## src/rtl/sum_tx_sequencer.sv

```systemverilog
// sum_tx_sequencer: latches two 4-bit operands from a shared async bus, forms
// their 5-bit sum, and on request streams the sum as ASCII hex (optionally
// followed by CR LF) to a byte-wide UART transmitter over a start/busy handshake.
module sum_tx_sequencer #(
  parameter int unsigned SYNC_STAGES = 2,
  parameter bit          SEND_CRLF   = 1'b1
) (
  input  logic       clk,
  input  logic       reset_n,
  input  logic       save_a_n,
  input  logic       save_b_n,
  input  logic [3:0] data_input,
  input  logic       uart_tx_en,
  input  logic       tx_busy,
  output logic       tx_start,
  output logic [7:0] tx_data,
  output logic       seq_busy,
  output logic [3:0] op_a,
  output logic [3:0] op_b,
  output logic [4:0] sum
);

  localparam logic [1:0] LastIdx = SEND_CRLF ? 2'd3 : 2'd1;

  typedef enum logic [2:0] {
    StIdle,
    StLoad,
    StSend,
    StWaitAck,
    StWaitDone
  } state_e;

  // Synchronizer chains; index SYNC_STAGES-1 is the synchronized output.
  logic [SYNC_STAGES-1:0] sa_sync_q;
  logic [SYNC_STAGES-1:0] sb_sync_q;
  logic [SYNC_STAGES-1:0] en_sync_q;
  logic [3:0]             data_sync_q [SYNC_STAGES];

  logic       sa_s, sb_s, en_s;
  logic [3:0] data_s;
  logic       sa_prev_q, sb_prev_q, en_prev_q;
  logic       sa_fall, sb_fall, req_rise;

  logic [3:0] op_a_q, op_b_q;

  state_e     state_q, state_d;
  logic [4:0] msg_q, msg_d;
  logic [1:0] idx_q, idx_d;
  logic       pending_q, pending_d;

  // Data and strobes share identical chains so they stay cycle-aligned.
  // Strobe chains reset to their idle level so reset release creates no edge.
  always_ff @(posedge clk or negedge reset_n) begin
    if (!reset_n) begin
      sa_sync_q <= '1;
      sb_sync_q <= '1;
      en_sync_q <= '0;
      for (int i = 0; i < SYNC_STAGES; i++) begin
        data_sync_q[i] <= '0;
      end
    end else begin
      sa_sync_q      <= {sa_sync_q[SYNC_STAGES-2:0], save_a_n};
      sb_sync_q      <= {sb_sync_q[SYNC_STAGES-2:0], save_b_n};
      en_sync_q      <= {en_sync_q[SYNC_STAGES-2:0], uart_tx_en};
      data_sync_q[0] <= data_input;
      for (int i = 1; i < SYNC_STAGES; i++) begin
        data_sync_q[i] <= data_sync_q[i-1];
      end
    end
  end

  assign sa_s   = sa_sync_q[SYNC_STAGES-1];
  assign sb_s   = sb_sync_q[SYNC_STAGES-1];
  assign en_s   = en_sync_q[SYNC_STAGES-1];
  assign data_s = data_sync_q[SYNC_STAGES-1];

  // Previous-value flops for edge detection.
  always_ff @(posedge clk or negedge reset_n) begin
    if (!reset_n) begin
      sa_prev_q <= 1'b1;
      sb_prev_q <= 1'b1;
      en_prev_q <= 1'b0;
    end else begin
      sa_prev_q <= sa_s;
      sb_prev_q <= sb_s;
      en_prev_q <= en_s;
    end
  end

  assign sa_fall  = sa_prev_q & ~sa_s;
  assign sb_fall  = sb_prev_q & ~sb_s;
  assign req_rise = en_s & ~en_prev_q;

  // Operand registers load on falling edges of the synchronized save strobes.
  always_ff @(posedge clk or negedge reset_n) begin
    if (!reset_n) begin
      op_a_q <= '0;
      op_b_q <= '0;
    end else begin
      if (sa_fall) op_a_q <= data_s;
      if (sb_fall) op_b_q <= data_s;
    end
  end

  assign op_a = op_a_q;
  assign op_b = op_b_q;
  assign sum  = {1'b0, op_a_q} + {1'b0, op_b_q};

  // FSM state register together with message snapshot, byte index and pending flag.
  always_ff @(posedge clk or negedge reset_n) begin
    if (!reset_n) begin
      state_q   <= StIdle;
      msg_q     <= '0;
      idx_q     <= '0;
      pending_q <= 1'b0;
    end else begin
      state_q   <= state_d;
      msg_q     <= msg_d;
      idx_q     <= idx_d;
      pending_q <= pending_d;
    end
  end

  // Next-state logic; a request seen while busy arms the 1-deep pending flag.
  always_comb begin
    state_d   = state_q;
    msg_d     = msg_q;
    idx_d     = idx_q;
    pending_d = pending_q;
    if (req_rise && (state_q != StIdle)) pending_d = 1'b1;
    case (state_q)
      StIdle: begin
        if (req_rise) state_d = StLoad;
      end
      StLoad: begin
        // Operand registers update on this same edge, so sum is still the old value.
        msg_d   = sum;
        idx_d   = 2'd0;
        state_d = StSend;
      end
      StSend: begin
        if (!tx_busy) state_d = StWaitAck;
      end
      StWaitAck: begin
        if (tx_busy) state_d = StWaitDone;
      end
      StWaitDone: begin
        if (!tx_busy) begin
          if (idx_q != LastIdx) begin
            idx_d   = idx_q + 2'd1;
            state_d = StSend;
          end else if (pending_q) begin
            // A fresh edge in the consuming cycle re-arms pending.
            pending_d = req_rise;
            state_d   = StLoad;
          end else if (req_rise) begin
            pending_d = 1'b0;
            state_d   = StLoad;
          end else begin
            state_d = StIdle;
          end
        end
      end
      default: state_d = StIdle;
    endcase
  end

  // Outputs: start pulse, selected ASCII byte, busy indication.
  always_comb begin
    logic [3:0] lo;
    logic [7:0] byte_sel;
    lo       = msg_q[3:0];
    byte_sel = 8'h00;
    case (idx_q)
      2'd0:    byte_sel = 8'h30 + {7'h00, msg_q[4]};
      2'd1:    byte_sel = (lo < 4'd10) ? (8'h30 + {4'h0, lo}) : (8'h37 + {4'h0, lo});
      2'd2:    byte_sel = 8'h0D;
      default: byte_sel = 8'h0A;
    endcase
    tx_start = (state_q == StSend) && !tx_busy;
    seq_busy = (state_q != StIdle);
    tx_data  = 8'h00;
    if ((state_q == StSend) || (state_q == StWaitAck) || (state_q == StWaitDone)) begin
      tx_data = byte_sel;
    end
  end

endmodule

```

## config.mk

```make
export PLATFORM = sky130hd
export DESIGN_NAME = sum_tx_sequencer
export DESIGN_NICKNAME = d
export VERILOG_FILES = /design/src/rtl/sum_tx_sequencer.sv
export SDC_FILE = /design/constraint.sdc
export NUM_CORES = 1
export LEC_CHECK = 0
export CAP_MARGIN = 20
export CORE_MARGIN = 1.5
export CORE_UTILIZATION = 32
export CTS_CLUSTER_DIAMETER = 80
export DETAILED_ROUTE_END_ITERATION = 16
export DONT_BUFFER_PORTS = 1
export PLACE_DENSITY_LB_ADDON = 0.25
export SYNTH_ARGS = -nofsm -noshare
export SYNTH_HDL_FRONTEND = slang
export SYNTH_SLANG_ARGS = --single-unit
```

## constraint.sdc

```tcl
create_clock -name clk -period 1.7 [get_ports clk]
set_input_delay 0.51 -clock clk [delete_from_list [all_inputs] [get_ports clk]]
set_output_delay 0.51 -clock clk [all_outputs]
set_load 0.05 [all_outputs]
```

==> Implementation_results.wiki, run 1 <==
{| class="wikitable"
! Metric !! Value
|-
| Final setup TNS || -4.640 ns
|-
| Root buf cell || sky130_fd_sc_hd__clkbuf_8
|-
| Average cell area after synthesis || around 11 sq um
|-
| Synthesis-to-finish area growth || 69.20%
|-
| Share of flip-flops with an asynchronous set or reset after synthesis || 100.0%
|-
| Clock H-tree levels || 2
|-
| Destination of the worst register-to-register timing path || msg_q[3]
|-
| Setup slack of the most critical reg-to-reg path || 0.02 ns
|-
| Vias after detailed routing || roughly 1300
|-
| Inserted Clock Buffers || 5
|-
| Worst-case reg-to-reg path depth || 5
|-
| Number of cell rows || 26
|-
| Synthesized netlist cell count || 148
|-
| Standby leakage power || ~1.2 nW
|-
| Ratio of routed vias to standard cells || between 4 and 5
|-
| First-pass GRT wire length || 5816 um
|-
| Failing checks || negative setup slack
|-
| Total I/O pin count || 33
|-
| Initial core utilization || around 33%
|-
| Setup repair after global routing missed its margin || yes
|-
| WP data arrival || between 1.5 and 2 ns
|-
| Number of antenna violations at the first check in global routing || 0
|-
| Data required time at the worst endpoint || around 1.2 ns
|-
| Length of the first detailed-routing pass in iterations || 4
|-
| Antenna fix cells || 0
|-
| Max Cap Viol || 0
|-
| Worst slack on hold paths || roughly 0.048 ns
|-
| Aggregate routed wire length || between 3000 and 4000 um
|-
| Seq/Total Area, Yosys || a little over half
|-
| Largest net degree at the start of global routing || 31
|-
| # setup viols final || 13
|-
| Yosys synthesis warning count || 0
|-
| Wire length per cell after detailed routing || 12.47 um
|-
| Crit. End Element || output port
|-
| IR drop worst, VDD || roughly 0.83 mV
|-
| Clock Skew || 0.006891 ns
|-
| Share of cells above drive strength 1 || 65.28%
|-
| DP Wirelength || about 2400 um
|-
| Clock transition at path regs || around 0.070 ns
|-
| Worst setup path start || op_a[0]
|-
| Net count after synthesis || ~170
|-
| Number of DRC markers in iteration 0 || 27
|-
| Total congestion overflow after global routing || 0
|-
| Net total in the final layout || approximately 240
|-
| Core Util, Final || 55.76%
|-
| Clock sink total || 36
|-
| Cell with the most instances after synthesis || sky130_fd_sc_hd__dfrtp_1
|-
| Fmax || roughly 0.47 GHz
|-
| Number of DRC violations after detailed routing || 0
|-
| Largest cells by area after synthesis || sky130_fd_sc_hd__dfrtp_1 (45%), sky130_fd_sc_hd__dfstp_2 (9.5%), sky130_fd_sc_hd__ha_1 (7.5%), sky130_fd_sc_hd__nand2_1 (4.1%), sky130_fd_sc_hd__mux2_4 (3.6%)
|-
| Setup slack of the critical path after layout || -0.4418 ns
|-
| Result of the run || complete, but fails checks
|-
| Overall routing resource usage || ~14%
|-
| CP max FO || 2
|-
| Worst min path class || in -> async
|-
| Area of the core || between 5000 and 6000 sq um
|-
| Most used standard cells in the synthesized netlist || sky130_fd_sc_hd__dfrtp_1 (30), sky130_fd_sc_hd__nand2_1 (18), sky130_fd_sc_hd__ha_1 (10), sky130_fd_sc_hd__inv_1 (10)
|-
| DIE HEIGHT || between 70 and 80 um
|-
| TritonCTS clock tree || yes
|-
| Die Outline Area || 5634 sq um
|-
| Area leader, netlist || sky130_fd_sc_hd__dfrtp_1
|-
| Area fraction of the dominant cell type after synthesis || a little under half
|-
| Placer congestion estimate || between 0.7 and 0.8
|-
| Time the worst path needs with I/O delays and setup || roughly 2.1 ns
|-
| Chip Width || between 70 and 80 um
|-
| Most common flop cell mapped by yosys || sky130_fd_sc_hd__dfrtp_1
|-
| ANT nets after route || 0
|-
| Final Cycle Share || 126.0%
|-
| Synth Cell Area || 1662 sq um
|-
| Via count of the first global-routing pass || 1276
|-
| Areal power density over the cells || 1870 nW/um^2
|-
| Max-slew violation count || 0
|-
| Crit path launch type || flip-flop
|-
| Critical Setup Path Class || reg -> out
|-
| Number of register bits inferred by synthesis || 36
|-
| Clock latency on the worst-skew pair || around 0.27 ns
|-
| Buffer depth of the longest clock path || 2
|-
| Hold Vio Cnt, Final || 0
|-
| EDFF count, synth || 0
|-
| Count of distinct cell types in the synthesized netlist || 36
|-
| Worst r2r src || state_q[1]
|-
| Port Buf Inserts || 0
|-
| Worst setup path end || sum[1]
|}
==> layout make-up <==
| type | instances | area (sq um) |
|---|---|---|
| clock buffer | 7 | 76.32 |
| inverter | 10 | 41.29 |
| fill | 419 | 2231 |
| tap | 70 | 87.58 |
| multi-input combinational | 97 | 1020 |
| clock inverter | 1 | 5.005 |
| sequential | 36 | 919.6 |
| timing repair buffer | 65 | 661.9 |
==> per-stage QoR <==
step,total power [mW],area [sq um],worst slack (ns),cells
2_1_floorplan,2.941,1861,-0.3513,148
3_3_place_gp,3.874,2352,-0.1634,258
3_5_place_dp,3.926,2352,-0.1744,258
4_1_cts,4.964,2664,-0.4683,276
5_1_grt,5.568,2811,-0.5212,286
6_report,5.257,2811,-0.4418,286
==> power breakdown <==
| group | switching, mW | total, mW | internal [mW] | leakage (nW) |
|---|---|---|---|---|
| Sequential | 0.179 | 1.21 | 1.03 | 0.415 |
| Combinational | 1.71 | 3.48 | 1.77 | 0.775 |
| Clock | 0.273 | 0.560 | 0.287 | 0.0422 |
==> layer usage <==
metal | vias up | routed length, um | part of all wire [%] | global-route usage (%)
li1 | 628 | - | - | -
met1 | 622 | 1464 | 41 | 16.03
met2 | 23 | 1905 | 53 | 23.89
met3 | 4 | 150 | 4.2 | 4.685
met4 | 0 | 46 | 1.3 | 4.848
met5 | - | 0 | 0 | 0
==> sequential cells by signal, indices dropped and copies added (netlist names) <==
signal / flops
en_sync_q: 2
pending_q: 1
op_a: 4
data_s: 4
en_prev_q: 1
sb_sync_q: 2
idx_q: 2
sb_prev_q: 1
op_b: 4
sa_sync_q: 2
msg_q: 5
sa_prev_q: 1
state_q: 3
data_sync_q: 4
==> timing repair <==
| item | in CTS | in global routing |
|---|---|---|
| hold buffers | 1 | 0 |
| endpoints found under the setup margin | 14 | 17 |
| pin swaps | 19 | 14 |
| endpoints found under the hold margin | 30 | 0 |
| setup buffers | 10 | 12 |
| resized for setup | 31 | 17 |
==> cells by family (layout without fill, tap and decap cells) <==
| family | after synthesis | count (layout) | share of synthesized area [%] |
|---|---|---|---|
| and+or+nand+nor | 45 | 45 | 12.80 |
| DFF | 36 | 36 | 54.67 |
| AOI/OAI and AO/OA | 28 | 28 | 10.47 |
| buffers and inverters | 15 | 83 | 4.669 |
| adders and majority gates | 11 | 11 | 8.735 |
| muxes | 9 | 9 | 6.852 |
| xor gates and xnor gates | 3 | 3 | 1.582 |
| other | 1 | 1 | 0.2257 |
==> critical path: stages (launching register included) <==
cell and delay, ns:
sky130_fd_sc_hd__dfrtp_2 0.39, sky130_fd_sc_hd__ha_4 0.14, sky130_fd_sc_hd__inv_2 0.03, sky130_fd_sc_hd__fa_2 0.56, sky130_fd_sc_hd__clkinvlp_4 0.25
==> placed cells by master (no fill, tap or decap), types with 5 or more instances in the layout <==
| cell | synthesis | layout |
|---|---|---|
| sky130_fd_sc_hd__buf_4 | 1 | 44 |
| sky130_fd_sc_hd__dfrtp_1 | 30 | 21 |
| sky130_fd_sc_hd__nand2_1 | 18 | 18 |
| sky130_fd_sc_hd__buf_12 | 0 | 10 |
| sky130_fd_sc_hd__dfrtp_2 | 0 | 9 |
| sky130_fd_sc_hd__buf_6 | 2 | 9 |
| sky130_fd_sc_hd__nor2_4 | 0 | 7 |
| sky130_fd_sc_hd__ha_4 | 0 | 6 |
| sky130_fd_sc_hd__dfstp_2 | 6 | 6 |
| sky130_fd_sc_hd__inv_1 | 10 | 5 |
| sky130_fd_sc_hd__clkbuf_8 | 0 | 5 |
==> how the worst min path moves through the flow <==
stage               slack [ns]            to  cells after the start     from
global placement          0.22  en_sync_q[0]                      0  reset_n
detailed placement        0.22  en_sync_q[0]                      0  reset_n
global route              0.03     pending_q                      1  reset_n
CTS                       0.04     pending_q                      1  reset_n
finish                    0.05     pending_q                      1  reset_n
floorplan                 0.21     data_s[0]                      0  reset_n
Power figures use the tool's default switching activity.
==> inputs of run 2 (changes only) <==
CTS_CLUSTER_DIAMETER = 60   (was 80)
SLEW_MARGIN = 5   (was unset)
==> results of run 2 <==
No change in the layout: final DEF, timing and power equal those of run 1.
